**src/rtl/sd_srv_pkg.sv**
```systemverilog
// Shared types and block geometry for the virtual-disk block server.
package sd_srv_pkg;

  localparam int         BLK_BYTES = 512;
  localparam int         BLK_SHIFT = 9;
  localparam logic [8:0] LAST_BYTE = 9'(BLK_BYTES - 1);

  typedef enum logic [2:0] {
    S_IDLE,
    S_RD_REQ,
    S_RD_WAIT,
    S_WR_ADDR,
    S_WR_CAP,
    S_WR_WAIT,
    S_FILL,
    S_DONE
  } state_t;

endpackage

```
**src/rtl/sd_srv_img_table.sv**
```systemverilog
// Per-drive image table (base, size, read-only) plus the mount strobes.
module sd_srv_img_table
  import sd_srv_pkg::*;
#(
  parameter int VDNUM  = 3,
  parameter int ADDR_W = 25
) (
  input  logic              clk_sys,
  input  logic              reset,
  input  logic              cfg_wr,
  input  logic [1:0]        cfg_drv,
  input  logic [ADDR_W-1:0] cfg_base,
  input  logic [23:0]       cfg_blocks,
  input  logic              cfg_ro,
  input  logic [1:0]        sel,
  output logic [ADDR_W-1:0] sel_base,
  output logic [23:0]       sel_blocks,
  output logic              sel_ro,
  output logic [VDNUM-1:0]  img_mounted,
  output logic [63:0]       img_size,
  output logic              img_readonly
);

  logic [ADDR_W-1:0] base_q   [VDNUM];
  logic [23:0]       blocks_q [VDNUM];
  logic [VDNUM-1:0]  ro_q;
  logic              drv_ok;

  // Writes to drive slots that do not exist are dropped entirely.
  assign drv_ok = cfg_wr && ({30'b0, cfg_drv} < 32'(VDNUM));

  always_ff @(posedge clk_sys or posedge reset) begin
    if (reset) begin
      for (int d = 0; d < VDNUM; d++) begin
        base_q[d]   <= '0;
        blocks_q[d] <= '0;
      end
      ro_q         <= '0;
      img_mounted  <= '0;
      img_size     <= '0;
      img_readonly <= 1'b0;
    end else begin
      img_mounted <= '0;
      if (drv_ok) begin
        img_size     <= 64'({cfg_blocks, {BLK_SHIFT{1'b0}}});
        img_readonly <= cfg_ro;
      end
      for (int d = 0; d < VDNUM; d++) begin
        if (drv_ok && cfg_drv == 2'(d)) begin
          base_q[d]      <= cfg_base;
          blocks_q[d]    <= cfg_blocks;
          ro_q[d]        <= cfg_ro;
          img_mounted[d] <= 1'b1;
        end
      end
    end
  end

  always_comb begin
    sel_base   = '0;
    sel_blocks = '0;
    sel_ro     = 1'b0;
    for (int d = 0; d < VDNUM; d++) begin
      if (sel == 2'(d)) begin
        sel_base   = base_q[d];
        sel_blocks = blocks_q[d];
        sel_ro     = ro_q[d];
      end
    end
  end

endmodule

```
**src/rtl/sd_block_server.sv**
```systemverilog
// Responder side of the sd_* block protocol: arbitrates drive requests and
// moves 512-byte blocks between the requester's buffer and backing memory.
module sd_block_server
  import sd_srv_pkg::*;
#(
  parameter int VDNUM  = 3,
  parameter int ADDR_W = 25
) (
  input  logic              clk_sys,
  input  logic              reset,
  input  logic [31:0]       sd_lba,
  input  logic [VDNUM-1:0]  sd_rd,
  input  logic [VDNUM-1:0]  sd_wr,
  output logic              sd_ack,
  output logic [8:0]        sd_buff_addr,
  output logic [7:0]        sd_buff_dout,
  output logic              sd_buff_wr,
  input  logic [7:0]        sd_buff_din,
  input  logic              cfg_wr,
  input  logic [1:0]        cfg_drv,
  input  logic [ADDR_W-1:0] cfg_base,
  input  logic [23:0]       cfg_blocks,
  input  logic              cfg_ro,
  output logic [VDNUM-1:0]  img_mounted,
  output logic [63:0]       img_size,
  output logic              img_readonly,
  output logic [ADDR_W-1:0] mem_addr,
  output logic              mem_rd,
  output logic              mem_wr,
  output logic [7:0]        mem_din,
  input  logic [7:0]        mem_dout,
  input  logic              mem_ready
);

  state_t            state, state_nx;
  logic [8:0]        idx;
  logic [ADDR_W-1:0] start_q;
  logic              wr_ok_q;
  logic [7:0]        byte_q;
  logic [8:0]        baddr_q;
  logic [7:0]        bdout_q;
  logic              bwr_q;

  logic              req_any, win_rd, lba_ok, last;
  logic [1:0]        win;
  logic [ADDR_W-1:0] sel_base, win_start;
  logic [23:0]       sel_blocks;
  logic              sel_ro;

  sd_srv_img_table #(.VDNUM(VDNUM), .ADDR_W(ADDR_W)) u_table (
    .clk_sys      (clk_sys),
    .reset        (reset),
    .cfg_wr       (cfg_wr),
    .cfg_drv      (cfg_drv),
    .cfg_base     (cfg_base),
    .cfg_blocks   (cfg_blocks),
    .cfg_ro       (cfg_ro),
    .sel          (win),
    .sel_base     (sel_base),
    .sel_blocks   (sel_blocks),
    .sel_ro       (sel_ro),
    .img_mounted  (img_mounted),
    .img_size     (img_size),
    .img_readonly (img_readonly)
  );

  // Descending scan so the lowest requesting drive is the one left standing.
  always_comb begin
    win    = '0;
    win_rd = 1'b0;
    for (int d = VDNUM - 1; d >= 0; d--) begin
      if (sd_rd[d] || sd_wr[d]) begin
        win    = 2'(d);
        win_rd = sd_rd[d];
      end
    end
    req_any = |{sd_rd, sd_wr};
  end

  assign lba_ok    = (sel_blocks != '0) && (sd_lba < 32'(sel_blocks));
  assign win_start = sel_base + ADDR_W'({sd_lba, {BLK_SHIFT{1'b0}}});
  assign last      = (idx == LAST_BYTE);

  always_comb begin
    state_nx = state;
    unique case (state)
      S_IDLE:    if (req_any) state_nx = win_rd ? (lba_ok ? S_RD_REQ : S_FILL) : S_WR_ADDR;
      S_RD_REQ:  state_nx = S_RD_WAIT;
      S_RD_WAIT: if (mem_ready) state_nx = last ? S_DONE : S_RD_REQ;
      S_FILL:    state_nx = last ? S_DONE : S_FILL;
      S_WR_ADDR: state_nx = S_WR_CAP;
      S_WR_CAP:  state_nx = wr_ok_q ? S_WR_WAIT : (last ? S_DONE : S_WR_ADDR);
      S_WR_WAIT: if (mem_ready) state_nx = last ? S_DONE : S_WR_ADDR;
      S_DONE:    state_nx = S_IDLE;
      default:   state_nx = S_IDLE;
    endcase
  end

  always_ff @(posedge clk_sys or posedge reset) begin
    if (reset) begin
      state   <= S_IDLE;
      idx     <= '0;
      start_q <= '0;
      wr_ok_q <= 1'b0;
      byte_q  <= '0;
      baddr_q <= '0;
      bdout_q <= '0;
      bwr_q   <= 1'b0;
    end else begin
      state <= state_nx;
      bwr_q <= 1'b0;
      unique case (state)
        S_IDLE: begin
          idx <= '0;
          if (req_any) begin
            start_q <= win_start;
            wr_ok_q <= lba_ok && !sel_ro;
          end
        end
        S_RD_WAIT: if (mem_ready) begin
          bwr_q   <= 1'b1;
          baddr_q <= idx;
          bdout_q <= mem_dout;
          idx     <= idx + 9'd1;
        end
        S_FILL: begin
          bwr_q   <= 1'b1;
          baddr_q <= idx;
          bdout_q <= '0;
          idx     <= idx + 9'd1;
        end
        S_WR_CAP: begin
          byte_q <= sd_buff_din;
          if (!wr_ok_q) idx <= idx + 9'd1;
        end
        S_WR_WAIT: if (mem_ready) idx <= idx + 9'd1;
        default: ;
      endcase
    end
  end

  // Handshake outputs decode straight from state so reset drops them at once.
  assign sd_ack       = (state != S_IDLE) && (state != S_DONE);
  assign mem_rd       = (state == S_RD_REQ) || (state == S_RD_WAIT);
  assign mem_wr       = (state == S_WR_WAIT);
  assign mem_addr     = (mem_rd || mem_wr) ? start_q + ADDR_W'(idx) : '0;
  assign mem_din      = mem_wr ? byte_q : '0;
  assign sd_buff_addr = (state == S_WR_ADDR || state == S_WR_CAP || state == S_WR_WAIT) ? idx : baddr_q;
  assign sd_buff_dout = bdout_q;
  assign sd_buff_wr   = bwr_q;

endmodule

```
**config.mk**
```make
export PLATFORM = sky130hd
export DESIGN_NAME = sd_block_server
export DESIGN_NICKNAME = d
export VERILOG_FILES = /design/src/rtl/sd_srv_pkg.sv /design/src/rtl/sd_srv_img_table.sv /design/src/rtl/sd_block_server.sv
export SDC_FILE = /design/constraint.sdc
export NUM_CORES = 1
export LEC_CHECK = 0
export ABC_AREA = 1
export CAP_MARGIN = 20
export CORE_MARGIN = 2
export CORE_UTILIZATION = 41
export DETAILED_ROUTE_END_ITERATION = 8
export DONT_BUFFER_PORTS = 1
export PLACE_DENSITY_LB_ADDON = 0.12
export SLEW_MARGIN = 25
export SYNTH_ARGS = -nofsm -noshare
export SYNTH_HDL_FRONTEND = slang
export SYNTH_SLANG_ARGS = --single-unit
export TNS_END_PERCENT = 50
```
**constraint.sdc**
```tcl
create_clock -name clk_sys -period 7.8 [get_ports clk_sys]
set_input_delay 1.17 -clock clk_sys [delete_from_list [all_inputs] [get_ports clk_sys]]
set_output_delay 1.17 -clock clk_sys [all_outputs]
set_load 0.05 [all_outputs]
```
# ---- Yosys cells after proc, flatten, opt, wreduce, memory -nomap -nowiden
# Index checks and enable logic that the tools add are counted.
# Widths: inputs -> output; s select.
dict set report word_totals {
  elab_cells 111
  output_inout_bits 122
  register_bits 242
}
dict set report classes {
  add_sub_neg 3
  order_cmp 2
  muxes 40
  eq_ne 18
  reduce_logical 28
}
# cell count
set ops {}
lappend ops {{$mux 25} 4}
lappend ops {{$mux 24} 3}
lappend ops {{$mux 9} 4}
lappend ops {{$pmux 9 s4} 1}
lappend ops {{$lt 32x24->1} 1}
lappend ops {{$add 25x25->25} 1}
lappend ops {{$add 25x9->25} 1}
lappend ops {{$mux 3} 8}
lappend ops {{$pmux 3 s8} 1}
lappend ops {{$reduce_bool 24->1} 1}
lappend ops {{$pmux 9 s2} 1}
lappend ops {{$mux 8} 2}
lappend ops {{$pmux 8 s2} 1}
lappend ops {{$eq 3x3->1 const B} 4}
lappend ops {{$mux 1} 11}
lappend ops {{$add 9x1->9 const B} 1}
lappend ops {{$eq 9x9->1 const B} 1}
lappend ops {{$logic_and 1x1->1} 7}
lappend ops {{$logic_or 1x1->1} 7}
lappend ops {{$eq 3x2->1 const B} 2}
lappend ops {{$mux 2} 3}
lappend ops {{$ne 2x2->1 const B} 3}
lappend ops {{$reduce_and 3->1} 2}
lappend ops {{$reduce_or 6->1} 1}
lappend ops {{other kinds (15)} 20}

# ---- Longest topological paths before layout
# Gate-level depths: netlist of run 1.
dict set report depth {
  ltp_word 14
  mapped_depth 22
  depth_no_buf 22
}

# ---- Cells and area by module
# Synthesis of run 1 repeated with hierarchy kept, for this count alone.
dict set report unflattened {
  cells_unflattened 1783
  hier_area_um2 14017.2
}
# module area_each_um2 cells_each instances
set modules_own_cells {}
lappend modules_own_cells {sd_srv_img_table 8813.5 1058 1}
lappend modules_own_cells {sd_block_server 5203.7 725 1}

# ---- Worst setup path after synthesis of run 1
# No wires, ideal clock.
dict set report synth_path {
  path_kind {reg-to-output}
  start {register state[1]}
  end {output port mem_addr[19]}
  stages_incl_launch_ff 6
  required_time_ns 6.630
  path_slack_ns 3.422
  arrival_ns 3.208
  cell_sequence {dfrtp_1 > nand2_1 > inv_1 > nor3_1 > nor2_1 > a211oi_1}
}
dict set report synth_via {
  elab_chain_cells 4
}
# item line_no
set synth_rtl {}
lappend synth_rtl {{start: declaration} sd_block_server.sv:35} ;# state_t state, state_nx;
lappend synth_rtl {{start signal: assignment} sd_block_server.sv:110} ;# state <= state_nx;
lappend synth_rtl {{$eq 3x1->1 or $eq 3x2->1 (tied branches)} sd_block_server.sv:144} ;# assign mem_rd = (state == S_RD_REQ) || (state == S_RD_WAIT);
lappend synth_rtl {{$logic_or 1x1->1 *} sd_block_server.sv:144}
lappend synth_rtl {{net mem_rd} sd_block_server.sv:28} ;# output logic mem_rd,
lappend synth_rtl {{$logic_or 1x1->1 *} sd_block_server.sv:146} ;# assign mem_addr = (mem_rd || mem_wr) ? start_q + ADDR_W'(idx) : '0;
lappend synth_rtl {{$mux 25 *} sd_block_server.sv:146}
lappend synth_rtl {{end: declaration} sd_block_server.sv:27} ;# output logic [ADDR_W-1:0] mem_addr,
# The timed path passes the listed nets; every way through them passes the cells marked *.

# ---- Worst setup path after layout of run 1
dict set report layout_path {
  start {register state[2]}
  end {output port mem_addr[23]}
}
# item line_no
set layout_rtl {}
lappend layout_rtl {{$eq 3x3->1} sd_block_server.sv:145} ;# assign mem_wr = (state == S_WR_WAIT);
lappend layout_rtl {{net mem_wr} sd_block_server.sv:29} ;# output logic mem_wr,
lappend layout_rtl {{$logic_or 1x1->1} sd_block_server.sv:146}
lappend layout_rtl {{$mux 25} sd_block_server.sv:146}
# The timed path passes the listed nets, and every way through them passes these cells.

==> results of run 1 <==
layout make-up:
cell class / count / area [µm²] / area share
Clock buffer: 38 / 810 / 0.0579
Clock inverter: 14 / 181 / 0.0130
Inverter: 182 / 687 / 0.0492
Multi-Input combinational cell: 1125 / 5600 / 0.401
Sequential cell: 242 / 6060 / 0.433
Tap cell: 396 / 495 / 0.0355
Timing Repair Buffer: 14 / 141 / 0.0101
per-stage QoR:
step | hold slack [ps] | area, µm² | worst slack, ps | power (mW) | utilization
2_1_floorplan | 442 | 12900 | 3420 | 3.28 | -
3_3_place_gp | 453 | 12900 | 3200 | 3.57 | 0.423
3_5_place_dp | 459 | 12900 | 3120 | 3.60 | 0.423
4_1_cts | 474 | 13900 | 2980 | 5.02 | 0.456
5_1_grt | 491 | 14000 | 2730 | 5.31 | 0.457
6_report | 472 | 14000 | 3010 | 4.97 | 0.457
per-layer routing:
layer  share of wire  wire (µm)  track usage  vias up
li1                -          -            -     5099
met1            0.46      15600        0.287     4756
met2            0.46      15700        0.347      269
met3           0.059       1990       0.0364       39
met4           0.017        590       0.0477        0
met5               0          0            0        -
registers in the layout, indices dropped and copies added, names as in the netlist:
register	flops
baddr_q	9
byte_q	8
idx	9
sd_buff_dout	8
sd_buff_wr	1
start_q	25
state	3
u_table.base_q	75
u_table.blocks_q	72
u_table.img_mounted	3
u_table.img_readonly	1
u_table.img_size	24
u_table.ro_q	3
wr_ok_q	1
worst max-delay path, cell delays in order (launching register included):
cell	delay (ps)
dfrtp_1	480
inv_1	170
nor2_2	660
nor2_1	110
buf_4	210
inv_1	400
o21ai_0	160
a21oi_1	870
cell usage in the layout (no fill, tap or decap), types with 8 or more instances in the layout:
| cell | netlist | final |
|---|---|---|
| clkbuf_16 | 0 | 29 |
| nor2_1 | 112 | 111 |
| nand3_1 | 38 | 38 |
| a31oi_1 | 9 | 9 |
| a21oi_1 | 92 | 88 |
| ha_1 | 49 | 49 |
| nor3_1 | 14 | 13 |
| inv_2 | 7 | 8 |
| buf_4 | 41 | 11 |
| a22oi_1 | 9 | 9 |
| nand2_1 | 458 | 458 |
| a32o_1 | 8 | 8 |
| conb_1 | 1 | 40 |
| o21ai_0 | 221 | 221 |
| inv_1 | 174 | 172 |
| dfrtp_1 | 242 | 242 |
how the worst max path moves through the flow:
stage                   from            to  cells after the start
global route        state[2]  mem_addr[11]                      7
CTS                 state[2]  mem_addr[23]                      7
floorplan           state[1]  mem_addr[19]                      5
finish              state[2]  mem_addr[23]                      7
global placement    sd_rd[0]   start_q[22]                     19
detailed placement  sd_rd[0]   start_q[22]                     19
report_power, final:
| part | switching (mW) | internal, mW |
|---|---|---|
| clock | 0.536 | 0.859 |
| sequential | 0.321 | 1.53 |
| combinational | 1.30 | 0.422 |
logic make-up (layout without fill, tap and decap cells):
family                     after synthesis  after routing  share of synthesized area
and+or+nand+nor                        648            648                      0.205
AOI/OAI and AO/OA                      373            373                      0.160
buffers and inverters                  285            248                     0.0978
DFF                                    242            242                      0.477
adders and majority gates               51             51                     0.0514
xor gates and xnor gates                12             12                    0.00827
other                                    1             40                   0.000295
muxes                                    1              1                   0.000886
==> results.cfg, run 1 <==
[drt]
wirelength_um = 33900
drt_iter0_drc = 762
vias_per_cell = 5.05
drc = 0
wl_per_cell_um = 16.9
firstDrtPassIters = 5
routed-via-count = 10163
detail-route-antenna-nets = 0

[min_path]
hold_class = reg -> reg
min_from = u_table.base_q[3]
whs_endpoint = u_table.base_q[3]
whs_path_depth = 2

[critical_path]
arrival_ps = 3620
critPathMaxFanout = 19
worst_setup_path_start_kind = flop
r2r_cells = 15
required_ps = 6630
path_class = reg -> out
r2r_slack_ps = 5220
end_kind = primary output
r2r-start = u_table.base_q[60]
reg2reg_to = start_q[22]

[finish]
drive_gt1_frac = 0.0625
fill_cells = 3135
diodes = 0
instances_no_fill = 2011
nets = 1754
area.growth.synth_to_final_pct = 9.98

[synthesis]
synth_top_area_cell = dfrtp_1
syn_area_mm2 = 0.0127
yosysMostFrequentCell = nand2_1
async_reset_ff_frac = 1.00
synth_area_leaders = dfrtp_1 48%, nand2_1 14%, o21ai_0 8.7%
synth.avg_cell_area_um2 = 7.88
synth-seq-area-share = 0.477
synth_ff_type = dfrtp_1
ys_ff_latch = 242
ys_warn_count = 0
synth_top_area_share = 0.477
synth_edf_count = 0
synth_cell_type_count = 56
synth_cells = 1613
ys_top_cells_by_count = 458 x nand2_1, 242 x dfrtp_1, 221 x o21ai_0

[pwr]
p_leak_nw = 6.89
powerDensity_mw_per_mm2 = 356
peakVddDrop_v = 0.000169

[global_route]
grt_max_degree = 170
grt_first_pass_wirelength_um = 54800
antenna_found_initial = 0
overflow = 0
grt.total_usage = 0.209
grt_pass1_vias = 9878

[clock_tree]
numCtsBuffers = 28
tritoncts = built
ctsRootBufferMaster = clkbuf_16
cts.htree.levels = 1
cts_setup_buffers = 0
insertion_delay_ps = 540
clockBufferDepth = 3
cts.sinks = 242
clkTransAtPathRegs_ps = 60
cts_resized = 0
holdBufCountCts = 0

[timing]
min_period_ps = 4790
slew_headroom = 0.261
drv_slew = 0
max_freq_ghz = 0.209
setup_viol_count_final = 0
grt_setup_unrepaired = no
clock_skew_ps = 6.89
fin_crit_sh = 0.614
hold_viol = 0
setup_tns_ps = 0
worst_pin_slew_ps = 1110

[floorplan]
ios = 232
die_y_um = 180
rows = 64
die_x_um = 180
core_mm2 = 0.0306
die-area_mm2 = 0.0324
start_util = 0.415

[placed_design]
dp_hpwl_um = 23600
place.gp.congestion = 0.911
port_buffers = 0
dp.cells = 1958

[job]
maxCapViolations = 0

[outcome]
outcome = completed
Power figures use the tool's default switching activity.
==> run 2: changes to the inputs <==
Clock period 7.8 ns to 4.1 ns, I/O delays scaled along.
==> run 2 against run 1 <==
Against the previous run:
- flip-flop and latch count stayed put
- core utilization is 1.2 points higher
- clock skew is 20 ps higher
- critical path type unchanged
- critical endpoint is now mem_addr[12]
- largest power group is now combinational cells
==> results.cfg, run 2 (synthesis gave the netlist of run 1 again) <==
[critical_path]
path_class = reg -> out
worst_setup_path_start_kind = flop
worst_path_largest_cell_delay_ps = 420
end_kind = primary output
cp_common_cell = nand2_1
required_ps = 3480
critPathMaxFanout = 4
cp_cell_sequence = ha_1 > fa_1 > nand3_1 > nand2_1 > nand2_1 > nand2_1 > a21oi_1 > nor2_1 > o21ai_0 > nand2_1 > nand3_1 > nand2_1 > nand2_1 > o21ai_0 > nor2_1 > buf_4
crit_slowest_cell = fa_1
arrival_ps = 3140

[clock_tree]
ctsRootBufferMaster = clkbuf_16
insertion_delay_ps = 550
clockBufferDepth = 3
clkTransAtPathRegs_ps = 60
numCtsBuffers = 28
cts.htree.levels = 1
cts.sinks = 242
tritoncts = built
holdBufCountCts = 0

[floorplan]
die_y_um = 180
core_mm2 = 0.0306
rows = 64
die-area_mm2 = 0.0324
ios = 232
start_util = 0.415
die_x_um = 180

[timing]
hold_viol = 0
drv_slew = 0
clock_skew_ps = 26.9
min_period_ps = 3750
fin_crit_sh = 0.916
worst_pin_slew_ps = 664
setup_viol_count_final = 0
max_freq_ghz = 0.266
setup_tns_ps = 0
slew_headroom = 0.558
grt_setup_unrepaired = no

[outcome]
outcome = completed

[pwr]
powerDensity_mw_per_mm2 = 687
peakVddDrop_v = 0.000343
total_power_mw = 9.86
p_leak_nw = 7.16

[global_route]
grt_first_pass_wirelength_um = 55400
antenna_found_initial = 0
grt_max_degree = 87
grt.total_usage = 0.211
overflow = 0
grt_pass1_vias = 10101

[drt]
routed-via-count = 10404
wl_per_cell_um = 16.7
drc = 0
wirelength_um = 34400
firstDrtPassIters = 5
drt_iter0_drc = 865
vias_per_cell = 5.05
detail-route-antenna-nets = 0

[finish]
utilization = 0.469
diodes = 0
instances_no_fill = 2061
area.growth.synth_to_final_pct = 12.9
nets = 1805
layout_common_cells = 458 x nand2_1, 242 x dfrtp_1, 221 x o21ai_0
regMostFlops = u_table.base_q
final_common_cell = nand2_1
largest_reg_flops = 75
drive_gt1_frac = 0.0895
top_regs = u_table.base_q (75), u_table.blocks_q (72), start_q (25)

[placed_design]
dp.cells = 2010
place.gp.congestion = 0.885
port_buffers = 0
dp_hpwl_um = 24600

[min_path]
hold_class = in -> async

[job]
maxCapViolations = 0
run 2: area by class of cell:
cell class                 instances  area (µm²)
clock buffer                      36         792
clock inverter                    15         210
fill                            3071       16200
inverter                         182         687
multi-input combinational       1125        5590
sequential                       242        6060
tap                              396         495
timing repair buffer              65         513
run 2: worst paths after layout:
check | startpoint | to | slack (ps) | cells after the start
max | idx[0] | mem_addr[12] | 350 | 16
min | reset | u_table.img_size[11] | 20 | 1
max reg2reg | u_table.base_q[37] | start_q[23] | 1510 | 11
min reg2reg | u_table.base_q[58] | u_table.base_q[58] | 470 | 2
max in group asynchronous | reset | idx[2] | 3160 | 2
min in group clk_sys | cfg_base[20] | u_table.base_q[45] | 180 | 2
run 2: repair_timing:
action / in CTS / in global routing
resized for setup: 0 / 1
endpoints found under the setup margin: 0 / 1
buffers inserted: 0 / 0
run 2: metrics by stage:
step,hold slack [ps],cell area (µm²),setup slack [ps]
after floorplan,442,12900,277
after CTS,16.6,14300,309
after global routing,43.3,14300,80.7
after detailed placement,459,13300,656
after global placement,453,13300,703
final,18.2,14300,346
run 2: critical path, delay by kind of cell (launching register included):
family / cells / cell delay (ps)
simple gates: 10 / 870
compound gates: 3 / 420
fa+ha+maj: 2 / 690
flops: 1 / 410
buf+inv: 1 / 210
run 2: routing by layer:
metal / vias up / share of wire / track usage
li1: 5200 / - / -
met4: 0 / 0.023 / 0.0513
met3: 48 / 0.052 / 0.0362
met2: 247 / 0.46 / 0.351
met1: 4909 / 0.46 / 0.287
met5: - / 0 / 0
run 2: where the power goes:
part	internal (mW)	total, mW	leakage, nW	switching [mW]
sequential	2.92	3.53	3.03	0.617
combinational	1.10	3.63	3.63	2.52
clock	1.68	2.70	0.497	1.02
total	5.69	9.86	7.16	4.17
==> run 3: changes to the inputs <==
--- a/config.mk
+++ b/config.mk
@@ -7,10 +7,10 @@
 export LEC_CHECK = 0
 export ABC_AREA = 1
+export BUFFER_PORTS_ARGS = -buffer_cell sky130_fd_sc_hd__buf_4
 export CAP_MARGIN = 20
 export CORE_MARGIN = 2
 export CORE_UTILIZATION = 41
 export DETAILED_ROUTE_END_ITERATION = 8
-export DONT_BUFFER_PORTS = 1
-export PLACE_DENSITY_LB_ADDON = 0.12
+export PLACE_DENSITY = 0.69
 export SLEW_MARGIN = 25
 export SYNTH_ARGS = -nofsm -noshare
==> constraint.sdc (replaced) <==
create_clock -name clk_sys -period 4.1 [get_ports clk_sys]
set_input_delay 0.615 -clock clk_sys [delete_from_list [all_inputs] [get_ports clk_sys]]
set_output_delay 0.615 -clock clk_sys [all_outputs]
set_load 0.005 [all_outputs]
==> run 3 against run 2 <==
Against the previous run:
- first-iteration DRC count is 5.3% lower
- largest power group is now registers
- sequential power is 7.4% lower
- fmax is 3.3% higher
- largest cell class unchanged
- combinational power is 20% lower
- power is 13% lower
- global-route usage is 0.36 points lower
- via count is 6.7% higher
==> results.cfg, run 3 (synthesis gave the netlist of run 1 again) <==
[pwr]
p_leak_nw = 7.81
powerDensity_mw_per_mm2 = 560
peakVddDrop_v = 0.000298

[drt]
wl_per_cell_um = 15.3
firstDrtPassIters = 6
detail-route-antenna-nets = 0
vias_per_cell = 5.03
drt_iter0_drc = 819
wirelength_um = 33700
drc = 0
routed-via-count = 11097

[finish]
drive_gt1_frac = 0.158
largest_reg_flops = 75
fill_cells = 2970
nets = 1950
area.growth.synth_to_final_pct = 20.6
final_common_cell = nand2_1
utilization = 0.501
diodes = 0
top_regs = u_table.base_q (75), u_table.blocks_q (72), start_q (25)
layout_common_cells = 458 x nand2_1, 242 x dfrtp_1, 221 x o21ai_0
regMostFlops = u_table.base_q

[clock_tree]
cts.htree.levels = 1
numCtsBuffers = 27
cts_resized = 0
insertion_delay_ps = 530
holdBufCountCts = 0
cts.sinks = 242
ctsRootBufferMaster = clkbuf_16
cts_setup_buffers = 0
clockBufferDepth = 3
tritoncts = built
clkTransAtPathRegs_ps = 60

[critical_path]
cp_common_cell = nand2_1
cp_cell_sequence = ha_1 > fa_1 > nand3_1 > nand2_1 > nand2_1 > nand2_1 > a21oi_1 > nor2_1 > o21ai_0 > nand2_1 > nand3_1 > nand2_1 > nand2_1 > o21ai_0 > nor2_1 > buf_4
crit_slowest_cell = fa_1
end_kind = primary output
required_ps = 3480
worst_path_largest_cell_delay_ps = 430
crit_family = simple AND/OR/NAND/NOR gates
worst_setup_path_start_kind = flop
reg2reg_to = wr_ok_q
crit_buf_inv = 1
critPathMaxFanout = 4
r2r-start = state[1]
path_class = reg -> out
r2r_cells = 9
arrival_ps = 3020
r2r_slack_ps = 1550

[floorplan]
rows = 64
die-area_mm2 = 0.0324
die_x_um = 180
die_y_um = 180
start_util = 0.415
ios = 232
core_mm2 = 0.0306

[timing]
setup_viol_count_final = 0
clock_skew_ps = 14.7
grt_setup_unrepaired = no
worst_pin_slew_ps = 929
slew_headroom = 0.381
min_period_ps = 3630
hold_viol = 0
fin_crit_sh = 0.886
drv_slew = 0
max_freq_ghz = 0.275
setup_tns_ps = 0

[placed_design]
dp_hpwl_um = 24400
port_buffers = 191
place.gp.congestion = 0.931

[global_route]
grt_first_pass_wirelength_um = 55400
grt.total_usage = 0.207
antenna_found_initial = 0
overflow = 0
grt_pass1_vias = 10630
grt_max_degree = 167

[min_path]
hold_class = in -> async

[outcome]
outcome = completed

[job]
maxCapViolations = 0
==> run 3: changes by cell type in the layout (fill, tap and decap cells not counted), moves of 2 or more <==
| cell | previous run | this run |
|---|---|---|
| nor2_1 | 110 | 112 |
| buf_4 | 63 | 209 |
| clkbuf_1 | 3 | 7 |
| clkinv_2 | 7 | 4 |
| bufinv_16 | 5 | 2 |
| clkbuf_16 | 29 | 27 |
| nor2_2 | 6 | 4 |
| clkbuf_8 | 4 | 7 |
==> run 3: how the worst max path moves through the flow <==
stage / startpoint / cells after the start / endpoint / slack, ps
3_3_place_gp: sd_rd[1] / 18 / state[1] / 620
6_report: idx[0] / 16 / mem_addr[12] / 470
3_5_place_dp: sd_rd[0] / 17 / state[1] / 540
5_1_grt: idx[6] / 12 / mem_addr[23] / 150
4_1_cts: idx[0] / 16 / mem_addr[12] / 460
2_1_floorplan: reset / 1 / baddr_q[0] / 310
==> run 3: worst reg2reg max path: cells and delay by family (launching register included) <==
family	cells	cell delay, ps
AO/OA/AOI/OAI	3	570
flip-flops	1	450
AND/OR/NAND/NOR	3	780
buffers and inverters	3	680
==> run 3: final cells by class <==
type                       count  area, µm²  share of cell area
clock buffer                  41        798              0.0521
clock inverter                 8       96.3             0.00629
inverter                     182        687              0.0448
multi-input combinational   1125       5580               0.364
sequential                   242       6060               0.395
tap                          396        495              0.0323
timing repair buffer         211       1610               0.105
==> run 3: power breakdown <==
part / switching, mW / internal (mW)
clock: 0.943 / 1.46
combinational: 1.67 / 1.23
sequential: 0.351 / 2.92
==> run 3: metrics by stage <==
step	total power [mW]	instance area, µm²	cells	hold slack (ps)	setup WS (ps)
6_report	8.57	15300	2205	207	467
5_1_grt	9.23	15300	2205	266	146
4_1_cts	8.65	15300	2205	239	458
3_5_place_dp	6.20	14400	2156	459	542
3_3_place_gp	6.13	14400	2156	454	622
2_1_floorplan	5.07	12900	1652	442	309
==> run 3: per-layer routing <==
layer | wire length [µm] | global-route usage | vias to the layer above | part of all wire
li1 | - | - | 5482 | -
met1 | 15400 | 0.287 | 5233 | 0.46
met2 | 15600 | 0.342 | 339 | 0.46
met3 | 2010 | 0.0309 | 43 | 0.060
met4 | 724 | 0.0539 | 0 | 0.021
met5 | 0 | 0 | - | 0
